File: config.mk
export PLATFORM = sky130hd
export DESIGN_NAME = led_animator
export DESIGN_NICKNAME = d
export VERILOG_FILES = /design/src/rtl/led_anim_pkg.sv /design/src/rtl/phase_timer.sv /design/src/rtl/led_animator.sv
export SDC_FILE = /design/constraint.sdc
export NUM_CORES = 1
export LEC_CHECK = 0
export CELL_PAD_IN_SITES_DETAIL_PLACEMENT = 1
export CELL_PAD_IN_SITES_GLOBAL_PLACEMENT = 1
export CORE_MARGIN = 5
export CORE_UTILIZATION = 30
export DETAILED_ROUTE_END_ITERATION = 6
export MAX_ROUTING_LAYER = met4
export PLACE_DENSITY = 0.61
export SLEW_MARGIN = 20
export SYNTH_ARGS = -nofsm -noshare
export SYNTH_HDL_FRONTEND = slang
export SYNTH_HIERARCHICAL = 1
export SYNTH_SLANG_ARGS = --single-unit
File: constraint.sdc
create_clock -name i_clk -period 4.52 [get_ports i_clk]
set_input_delay 0.452 -clock i_clk [delete_from_list [all_inputs] [get_ports i_clk]]
set_output_delay 0.452 -clock i_clk [all_outputs]
set_load 0.1 [all_outputs]
File: src/rtl/led_anim_pkg.sv
// led_anim_pkg -- shared encodings for the LED animator.
// Holds the 2-bit FSM state encoding and the bit offsets of the guess, mole
// and status fields inside the leds vector.
package led_anim_pkg;

    localparam logic [1:0] ST_IDLE      = 2'd0;
    localparam logic [1:0] ST_BLINK     = 2'd1;
    localparam logic [1:0] ST_SOLID     = 2'd2;
    localparam logic [1:0] ST_GAME_OVER = 2'd3;

    localparam int GUESS_LSB = 0;

    // The mole field sits directly above the guess field.
    function automatic int mole_lsb(input int pos_w);
        return pos_w;
    endfunction

    // The status field sits above both position fields.
    function automatic int stat_lsb(input int pos_w);
        return 2 * pos_w;
    endfunction

endpackage

File: src/rtl/phase_timer.sv
// phase_timer -- saturating up-counter with synchronous clear.
// Ports:
//   clk, rst_n : clock, async active-low reset
//   clear      : forces the count back to 0 (wins over enable)
//   enable     : advance the count by one per cycle
//   tc         : high while enabled and the count sits at TERM_COUNT-1
// The count holds at TERM_COUNT-1 instead of wrapping; the owner clears it.
module phase_timer #(
    parameter int TERM_COUNT = 4
) (
    input  logic clk,
    input  logic rst_n,
    input  logic clear,
    input  logic enable,
    output logic tc
);

    localparam int CNT_W = $clog2(TERM_COUNT) + 1;
    localparam logic [CNT_W-1:0] LAST = CNT_W'(TERM_COUNT - 1);

    logic [CNT_W-1:0] count;

    always_ff @(posedge clk or negedge rst_n) begin
        if (!rst_n) begin
            count <= '0;
        end else if (clear) begin
            count <= '0;
        end else if (enable && (count != LAST)) begin
            count <= count + 1'b1;
        end
    end

    assign tc = enable && (count == LAST);

endmodule

File: src/rtl/led_animator.sv
// led_animator -- drives the whack-a-mole LED bank.
// Ports:
//   i_clk, i_rst_n   : clock, async active-low reset
//   i_restart_game   : synchronous clear back to IDLE with leds dark
//   i_user_guess     : guess position shown in the low field
//   i_mole_position  : mole position shown in the middle field
//   i_user_right     : pulse, starts the blink animation
//   i_user_wrong     : pulse, starts the solid animation
//   i_game_over      : pulse or level, starts the game-over flash
//   leds             : {status, mole, guess}, registered
//   o_anim_busy      : high whenever the FSM is not IDLE
//
// state     | meaning
// ----------+---------------------------------------------------------
// IDLE      | status dark, position fields follow the inputs
// BLINK     | 2*N_BLINKS-1 phases, status lit on even phases
// SOLID     | status lit for the same total length as BLINK
// GAME_OVER | every led bit flashes together, only restart/reset exits
module led_animator
    import led_anim_pkg::*;
#(
    parameter int POS_W        = 3,
    parameter int STAT_W       = 2,
    parameter int PHASE_CYCLES = 20_000_000,
    parameter int N_BLINKS     = 3,
    parameter int GO_CYCLES    = 25_000_000
) (
    input  logic                      i_clk,
    input  logic                      i_rst_n,
    input  logic                      i_restart_game,
    input  logic [POS_W-1:0]          i_user_guess,
    input  logic [POS_W-1:0]          i_mole_position,
    input  logic                      i_user_right,
    input  logic                      i_user_wrong,
    input  logic                      i_game_over,
    output logic [2*POS_W+STAT_W-1:0] leds,
    output logic                      o_anim_busy
);

    localparam int LED_W    = 2 * POS_W + STAT_W;
    localparam int N_PHASES = 2 * N_BLINKS - 1;
    localparam int PH_W     = $clog2(N_PHASES) + 1;
    localparam int MOLE_LSB = mole_lsb(POS_W);
    localparam int STAT_LSB = stat_lsb(POS_W);
    localparam logic [PH_W-1:0] PH_LAST = PH_W'(N_PHASES - 1);

    logic [1:0]       state, state_nxt;
    logic [PH_W-1:0]  phase_idx, phase_nxt;
    logic             go_lvl, go_lvl_nxt;
    logic [STAT_W-1:0] status_nxt;
    logic [LED_W-1:0] leds_nxt;

    logic ph_clr, ph_en, ph_tc;
    logic go_clr, go_en, go_tc;

    assign ph_en = (state == ST_BLINK) || (state == ST_SOLID);
    assign go_en = (state == ST_GAME_OVER);
    // Outside GAME_OVER the flash timer is held at 0 so entry always starts fresh.
    assign go_clr = i_restart_game || !go_en || go_tc;

    phase_timer #(.TERM_COUNT(PHASE_CYCLES)) u_phase_timer (
        .clk    (i_clk),
        .rst_n  (i_rst_n),
        .clear  (ph_clr),
        .enable (ph_en),
        .tc     (ph_tc)
    );

    phase_timer #(.TERM_COUNT(GO_CYCLES)) u_go_timer (
        .clk    (i_clk),
        .rst_n  (i_rst_n),
        .clear  (go_clr),
        .enable (go_en),
        .tc     (go_tc)
    );

    always_comb begin
        state_nxt  = state;
        phase_nxt  = phase_idx;
        go_lvl_nxt = go_lvl;
        ph_clr     = 1'b0;
        if (i_restart_game) begin
            state_nxt  = ST_IDLE;
            phase_nxt  = '0;
            go_lvl_nxt = 1'b0;
            ph_clr     = 1'b1;
        end else if (i_game_over && (state != ST_GAME_OVER)) begin
            state_nxt  = ST_GAME_OVER;
            phase_nxt  = '0;
            go_lvl_nxt = 1'b1;
            ph_clr     = 1'b1;
        end else if (state == ST_GAME_OVER) begin
            // A held game_over level lands here too, so the flash keeps running.
            if (go_tc) begin
                go_lvl_nxt = ~go_lvl;
            end
        end else if (i_user_right) begin
            state_nxt = ST_BLINK;
            phase_nxt = '0;
            ph_clr    = 1'b1;
        end else if (i_user_wrong) begin
            state_nxt = ST_SOLID;
            phase_nxt = '0;
            ph_clr    = 1'b1;
        end else if (ph_tc) begin
            ph_clr = 1'b1;
            if (phase_idx == PH_LAST) begin
                state_nxt = ST_IDLE;
                phase_nxt = '0;
            end else begin
                phase_nxt = phase_idx + 1'b1;
            end
        end
    end

    always_comb begin
        status_nxt = '0;
        case (state_nxt)
            ST_BLINK: status_nxt = phase_nxt[0] ? '0 : '1;
            ST_SOLID: status_nxt = '1;
            default:  status_nxt = '0;
        endcase
    end

    always_comb begin
        leds_nxt = '0;
        if (i_restart_game) begin
            leds_nxt = '0;
        end else if (state_nxt == ST_GAME_OVER) begin
            leds_nxt = {LED_W{go_lvl_nxt}};
        end else begin
            leds_nxt[GUESS_LSB +: POS_W] = i_user_guess;
            leds_nxt[MOLE_LSB +: POS_W]  = i_mole_position;
            leds_nxt[STAT_LSB +: STAT_W] = status_nxt;
        end
    end

    always_ff @(posedge i_clk or negedge i_rst_n) begin
        if (!i_rst_n) begin
            state       <= ST_IDLE;
            phase_idx   <= '0;
            go_lvl      <= 1'b0;
            leds        <= '0;
            o_anim_busy <= 1'b0;
        end else begin
            state       <= state_nxt;
            phase_idx   <= phase_nxt;
            go_lvl      <= go_lvl_nxt;
            leds        <= leds_nxt;
            o_anim_busy <= (state_nxt != ST_IDLE);
        end
    end

endmodule

=== Word level (Yosys, flattened, before mapping) ===
Index checks and enable logic that the tools add are counted.

* Magnitude comparators: 0
* Reduce and logical (&&, ||, !) cells: 14
* Equal/unequal tests: 13
* Divide/modulo/power cells: 0
* $mul: 0
* Shift operators: 0
* Add/subtract/negate cells: 3
* Bitwise gates (word level): 1
* Multiplexer cells: 32

{| class="wikitable"
|+ Operators with widths
! operator !! number
|-
| 2-to-1 mux 26 bit || 4
|-
| adder 26 x 1 -> 26 bit (second input constant) || 2
|-
| == test 26 x 25 -> 1 bit (second input constant) || 2
|-
| inequality test 26 x 25 -> 1 bit (second input constant) || 2
|-
| 2-to-1 mux 4 bit || 7
|-
| 2-to-1 mux 2 bit || 8
|-
| 2-to-1 mux 8 bit || 2
|-
| 2-to-1 mux 1 bit || 10
|-
| == test 2 bit (second input constant) || 4
|-
| nonzero test 2 bit || 3
|-
| logical AND 1 bit || 5
|-
| nonzero test 5 bit || 1
|-
| adder 4 x 1 -> 4 bit (second input constant) || 1
|-
| == test 2 x 1 -> 1 bit (second input constant) || 2
|-
| == test 4 x 3 -> 1 bit (second input constant) || 1
|-
| one-hot mux 2 bit (2 select lines) || 1
|-
| logical OR 1 bit || 3
|-
| inequality test 3 x 2 -> 1 bit (second input constant) || 1
|-
| inequality test 2 bit (second input constant) || 1
|-
| AND reduction 2 bit || 1
|-
| logical NOT 1 bit || 1
|-
| inverter 1 bit || 1
|}

* Output and inout bits: 9
* Bits in read-only memories: 0
* RAM bits: 0
* Input bits: 12
* Bits in registers: 68
* Bits in latches: 0
* Memories: 0
* Logic and storage cells: 71

=== Longest topological paths before layout ===
* Depth after elaboration: 13
* Mapped depth: 11
* Mapped depth without buffers: 11

=== Modules after synthesis ===
Netlist, hierarchy kept.

{| class="wikitable"
|+ Modules (own cells, without submodules)
! module !! instances !! area each (µm²) !! cells each !! sequential area each (µm²)
|-
| phase_timer at u_go_timer || 1 || 1572.8 || 167 || 650.6
|-
| phase_timer at u_phase_timer || 1 || 1510.2 || 158 || 650.6
|-
| led_animator || 1 || 853.3 || 79 || 375.4
|}

=== Worst setup path before layout ===
OpenSTA, ideal clock, no wires.

* Path kind: register -> register
* Start: register u_phase_timer.count[15]
* End: register leds[6]
* Setup time: 0.076 ns
* Data required time: 4.444 ns
* Path slack: 1.556 ns
* Period minus slack after synthesis: 2.964 ns
* Arrival: 2.888 ns
* Cell stages (with the launch flop): 11
* Buffers on the path: 0
* Cells stage by stage: dfrtp_1 -> or4_1 -> or3_4 -> nor4_1 -> nand3_1 -> nand3_1 -> a21oi_1 -> ha_1 -> nor2_1 -> nand3_1 -> o21ai_1

* Longest elaborated chain between the ends: 12
* Elaborated cells on any way between the ends: 21
* Classes of those cells: eq/ne: 4; mux: 16; reduce/logical: 1

{| class="wikitable"
|+ RTL lines
! item !! RTL line !! source
|-
| from (decl) || phase_timer.sv:21 || <nowiki>logic [CNT_W-1:0] count;</nowiki>
|-
| from (signal assigned) || phase_timer.sv:29 || <nowiki>count <= count + 1'b1;</nowiki>
|-
| == test 26 x 25 -> 1 bit * || phase_timer.sv:33 || <nowiki>assign tc = enable && (count == LAST);</nowiki>
|-
| logical AND 1 bit * || phase_timer.sv:33 ||
|-
| net ph_tc || led_animator.sv:53 || <nowiki>logic ph_clr, ph_en, ph_tc;</nowiki>
|-
| 2-to-1 mux 2 bit * || led_animator.sv:105 || <nowiki>end else if (ph_tc) begin</nowiki>
|-
| 2-to-1 mux 2 bit * || led_animator.sv:101 || <nowiki>end else if (i_user_wrong) begin</nowiki>
|-
| 2-to-1 mux 2 bit * || led_animator.sv:97 || <nowiki>end else if (i_user_right) begin</nowiki>
|-
| 2-to-1 mux 2 bit * || led_animator.sv:92 || <nowiki>end else if (state == ST_GAME_OVER) begin</nowiki>
|-
| 2-to-1 mux 2 bit * || led_animator.sv:87 || <nowiki>end else if (i_game_over && (state != ST_GAME_OVER)) begin</nowiki>
|-
| 2-to-1 mux 2 bit * || led_animator.sv:82 || <nowiki>if (i_restart_game) begin</nowiki>
|-
| net state_nxt[0] || led_animator.sv:47 || <nowiki>logic [1:0] state, state_nxt;</nowiki>
|-
| == test 2 bit / == test 2 x 1 -> 1 bit (equally long branches) || led_animator.sv:118 || <nowiki>case (state_nxt)</nowiki>
|-
| one-hot mux 2 bit (2 select lines) || led_animator.sv:118 ||
|-
| 2-to-1 mux 8 bit * || led_animator.sv:129 || <nowiki>end else if (state_nxt == ST_GAME_OVER) begin</nowiki>
|-
| 2-to-1 mux 8 bit * || led_animator.sv:127 || <nowiki>if (i_restart_game) begin</nowiki>
|-
| net leds_nxt[6] || led_animator.sv:51 || <nowiki>logic [LED_W-1:0] leds_nxt;</nowiki>
|-
| to (signal assigned) || led_animator.sv:149 || <nowiki>leds <= leds_nxt;</nowiki>
|-
| to (decl) || led_animator.sv:36 || <nowiki>output logic [2*POS_W+STAT_W-1:0] leds,</nowiki>
|}

The timed path passes the listed nets; every way through them passes the cells marked *. The select of a mux whose other input is x is not followed.
A chain may end at the register's enable or synchronous reset.

=== Worst setup path after layout ===
* Start: register u_phase_timer.count[0]
* End: register leds[6]

The elaborated chain is that of the path after synthesis.

==> flow_summary_export.csv <==
group,metric,value,unit
run_status,status,"finished clean",
setup_path,crit_path_launch,"u_phase_timer/count[0]$_DFFE_PN0P_",
finish,nets,444,
timing,timing.final.setup_violations,0,
yosys,post_synth_inst_count,404,
global_route,grt_pass1_vias,3314,
global_route,global_route.overflow_total,0,
yosys,synth_warnings,6,
floorplan,std_cell_rows,41,
setup_path,worst_path_dominant_cell_family,"simple AND/OR/NAND/NOR gates",
setup_path,timing.setup.critical_path_class,"reg2reg",
setup_path,r2r_start,"u_phase_timer/count[0]$_DFFE_PN0P_",
finish,fill_cells,1498,
global_route,largest_net_degree_at_the_start_of_global_routing,35,
floorplan,die_area,0.0155,mm²
clock_network,cts_setup_buffers,0,
clock_network,tritoncts_clock_tree,"yes",
routing,vias,3162,
timing,worst_slew_pin_slew,1.03,ns
global_route,global_route_wire_length_before_repair,17100,µm
yosys,synth-main-ff-cell,"dfrtp_1",
power,overall_power,1.62,mW
timing,totalNegativeSetupSlack,0,ns
timing,rsz_0062_raised_after_global_routing,"false",
global_route,grt_antenna_before_repair,0,
yosys,synth_compound_gate_area_share,0.133,
yosys,synthXorXnorAreaFrac,0.0289,
finish,final_util,0.363,
setup_path,crit_path_top_delay_cell,"nor4_1",
clock_network,cts.sink_count,67,
timing,hold_viol,0,
timing,min_period_over_period,0.790,
setup_path,critical_path.cell_chain,"ha_1 > nor4b_1 > nand3_1 > nor4_1 > nand3_1 > nand3_1 > a21oi_1 > ha_1 > nor2_1 > nand3_1 > o21ai_1",
routing,detail_route.wirelength,9770,µm
finish,area_overhead_vs_synth,17.3,%
routing,route.antenna.remaining_nets,0,
clock_network,cts.clk_slew.worst_paths,0.06,ns
yosys,netlist_area,0.00394,mm²
routing,drt_iter0_drc,158,
clock_network,clkLatencyLatePin,0.33,ns
setup_path,required,4.78,ns
setup_path,critical_path.max_fanout,8,
yosys,async_flop_share,1.00,
clock_network,cts-htree-levels,3,
clock_network,cts_root_buffer,"clkbuf_16",
setup_path,worst_setup_path_start_kind,"register",
place,globalplace.congestion,0.752,
power,power.density,351,mW/mm²
place,place_area,0.00425,mm²
hold_path,hold_class,"in2async",
finish,final-seq-area,0.00168,mm²
routing,drt-wirelength-per-cell,16.3,µm
setup_path,worstPathBufferInverterCount,0,
finish,leading_cell_types_in_the_layout_fill_and_taps_excluded,"dfrtp_1, nor2_1, a21oi_1",
place,port-buffer-count,20,
routing,drcViolationCount,0,
power,vdd_ir_drop_max,0.000205,V
timing,finalWorstSetupSlack,0.950,ns
clock_network,cts_buffer_depth,2,
place,hpwl,6740,µm
timing,clock.fmax,0.280,GHz
timing,fin_hold_ws,0.200,ns
power,p_leak,1.78,nW
routing,drt_via_density,5.28,
setup_path,crit_cells,11,
setup_path,critPathCapture,"leds[6]$_DFF_PN0_",
routing,drt-pass1-iter-count,4,
floorplan,boundaryPins,21,
setup_path,worstSetupEndpointType,"register",
setup_path,timing.rr.end,"leds[6]$_DFF_PN0_",
yosys,yosysSeqAreaShare,0.426,
finish,drive_gt1_frac,0.136,
setup_path,critPathArrivalTime,3.83,ns
setup_path,reg2reg_setup_slack,0.95,ns
timing,worst_slew_margin_rel,0.314,
finish,multi_input_combinational_cell_area,0.00208,mm²
finish,layout.cells.most_common,"dfrtp_1",
job,max_cap_viol_count,0,
finish,layout.cell_area.non_filler,0.00462,mm²
timing,drv_slew,0,
yosys,main_combinational_cell_family_by_area_after_synthesis,"simple AND/OR/NAND/NOR gates",
global_route,global_route.usage.total,0.136,
finish,post_layout_nonfiller_instances,599,
floorplan,die_height,125,µm
place,dp_worst_setup_slack,1.08,ns
yosys,post_synth_mux_area_share,0.0490,
yosys,ys_seq_elements,67,
yosys,synth-edff-count,0,
setup_path,crit_path_max_incr_delay,0.71,ns
setup_path,r2r_cells,11,
place,post-place-cells,583,
yosys,yosys.area_share.adder,0.0318,
yosys,synth.lib_cells_used.distinct,69,
timing,min_period,3.57,ns
yosys,yosys.area_share.simple,0.285,
yosys,post_synth.cell_area_avg,9.74,µm²
floorplan,start_util,0.309,
floorplan,coreArea,0.0127,mm²
setup_path,critical_path.most_common_cell,"nand3_1",
yosys,syn-num-nets,426,
finish,antennaDiodeCount,0,
clock_network,cts_resized,0,
timing,fin_skew,0.00335,ns
clock_network,cts_inserted_buffers,9,
clock_network,postCtsHoldBufs,0,
floorplan,die_w,125,µm
[sequential cells by signal, summed over array words and instances (netlist names)]
signal / count
u_go_timer/count: 26
phase_idx: 4
go_lvl: 1
state: 2
u_phase_timer/count: 26
o_anim_busy: 1
leds: 7
[per-layer routing]
metal | track usage | wire [µm] | vias to the layer above
li1 | - | - | 1513
met4 | 0.0484 | 140 | 0
met2 | 0.206 | 4530 | 37
met3 | 0.0283 | 241 | 10
met5 | - | 0 | -
met1 | 0.182 | 4860 | 1602
[worst min path at each step]
stage / startpoint / endpoint / cells past startpoint
3_5_place_dp: go_lvl$_DFF_PN0_ / go_lvl$_DFF_PN0_ / 1
3_3_place_gp: go_lvl$_DFF_PN0_ / go_lvl$_DFF_PN0_ / 1
6_report: i_rst_n / o_anim_busy$_DFF_PN0_ / 1
2_1_floorplan: i_rst_n / go_lvl$_DFF_PN0_ / 0
4_1_cts: i_rst_n / o_anim_busy$_DFF_PN0_ / 1
5_1_grt: i_rst_n / o_anim_busy$_DFF_PN0_ / 1
[kinds of logic after synthesis]
kind of cell / count (synthesis)
buf+inv: 33
mux: 17
flops: 67
simple gates: 187
xor+xnor: 13
compound gates: 77
fa+ha+maj: 10
[synthesized netlist by cell type (2+ instances only)]
| cell type | count | area [µm²] |
|---|---|---|
| and4_1 | 3 | 26.3 |
| o21ai_0 | 10 | 50.1 |
| nand2_1 | 26 | 97.6 |
| o31ai_1 | 9 | 67.6 |
| xor2_1 | 2 | 17.5 |
| a31oi_1 | 2 | 12.5 |
| nand2b_1 | 2 | 12.5 |
| o21ai_1 | 6 | 30.0 |
| nor4_2 | 2 | 25.0 |
| nand4_1 | 13 | 81.3 |
| and3_2 | 2 | 15.0 |
| nand3_1 | 19 | 95.1 |
| a21oi_1 | 27 | 135 |
| mux2_2 | 3 | 33.8 |
| a21o_1 | 9 | 67.6 |
| nor4_1 | 10 | 62.6 |
| nor3_1 | 10 | 50.1 |
| o21ai_2 | 2 | 17.5 |
| mux2i_1 | 2 | 20.0 |
| buf_2 | 3 | 15.0 |
| mux2_1 | 11 | 124 |
| or3b_2 | 2 | 17.5 |
| nor3b_1 | 2 | 15.0 |
| nor2b_1 | 17 | 106 |
| nor2_1 | 32 | 120 |
| or3_1 | 10 | 62.6 |
| and3_1 | 4 | 25.0 |
| or4_2 | 4 | 35.0 |
| dfrtp_1 | 67 | 1680 |
| a211oi_1 | 2 | 15.0 |
| inv_1 | 15 | 56.3 |
| buf_6 | 3 | 33.8 |
| or3_2 | 5 | 37.5 |
| clkbuf_1 | 6 | 22.5 |
| ha_1 | 10 | 125 |
| or4_1 | 8 | 60.1 |
| xnor2_1 | 11 | 96.3 |
| or4_4 | 2 | 22.5 |
[final cells by class]
type	count	share of cell area
multi-input cells	304	0.450
clock buffers	12	0.0577
clock inverters	4	0.0206
inverters	16	0.0130
flip-flops and latches	67	0.363
well taps	172	0.0466
repair buffers	24	0.0488
[where the power goes]
| group | total (mW) | switching (mW) | internal, mW |
|---|---|---|---|
| clock network | 0.849 | 0.266 | 0.583 |
| registers | 0.613 | 0.00460 | 0.609 |
| logic | 0.156 | 0.116 | 0.0397 |
| total | 1.62 | 0.387 | 1.23 |
Note: power is estimated with default switching activity, not from simulation.
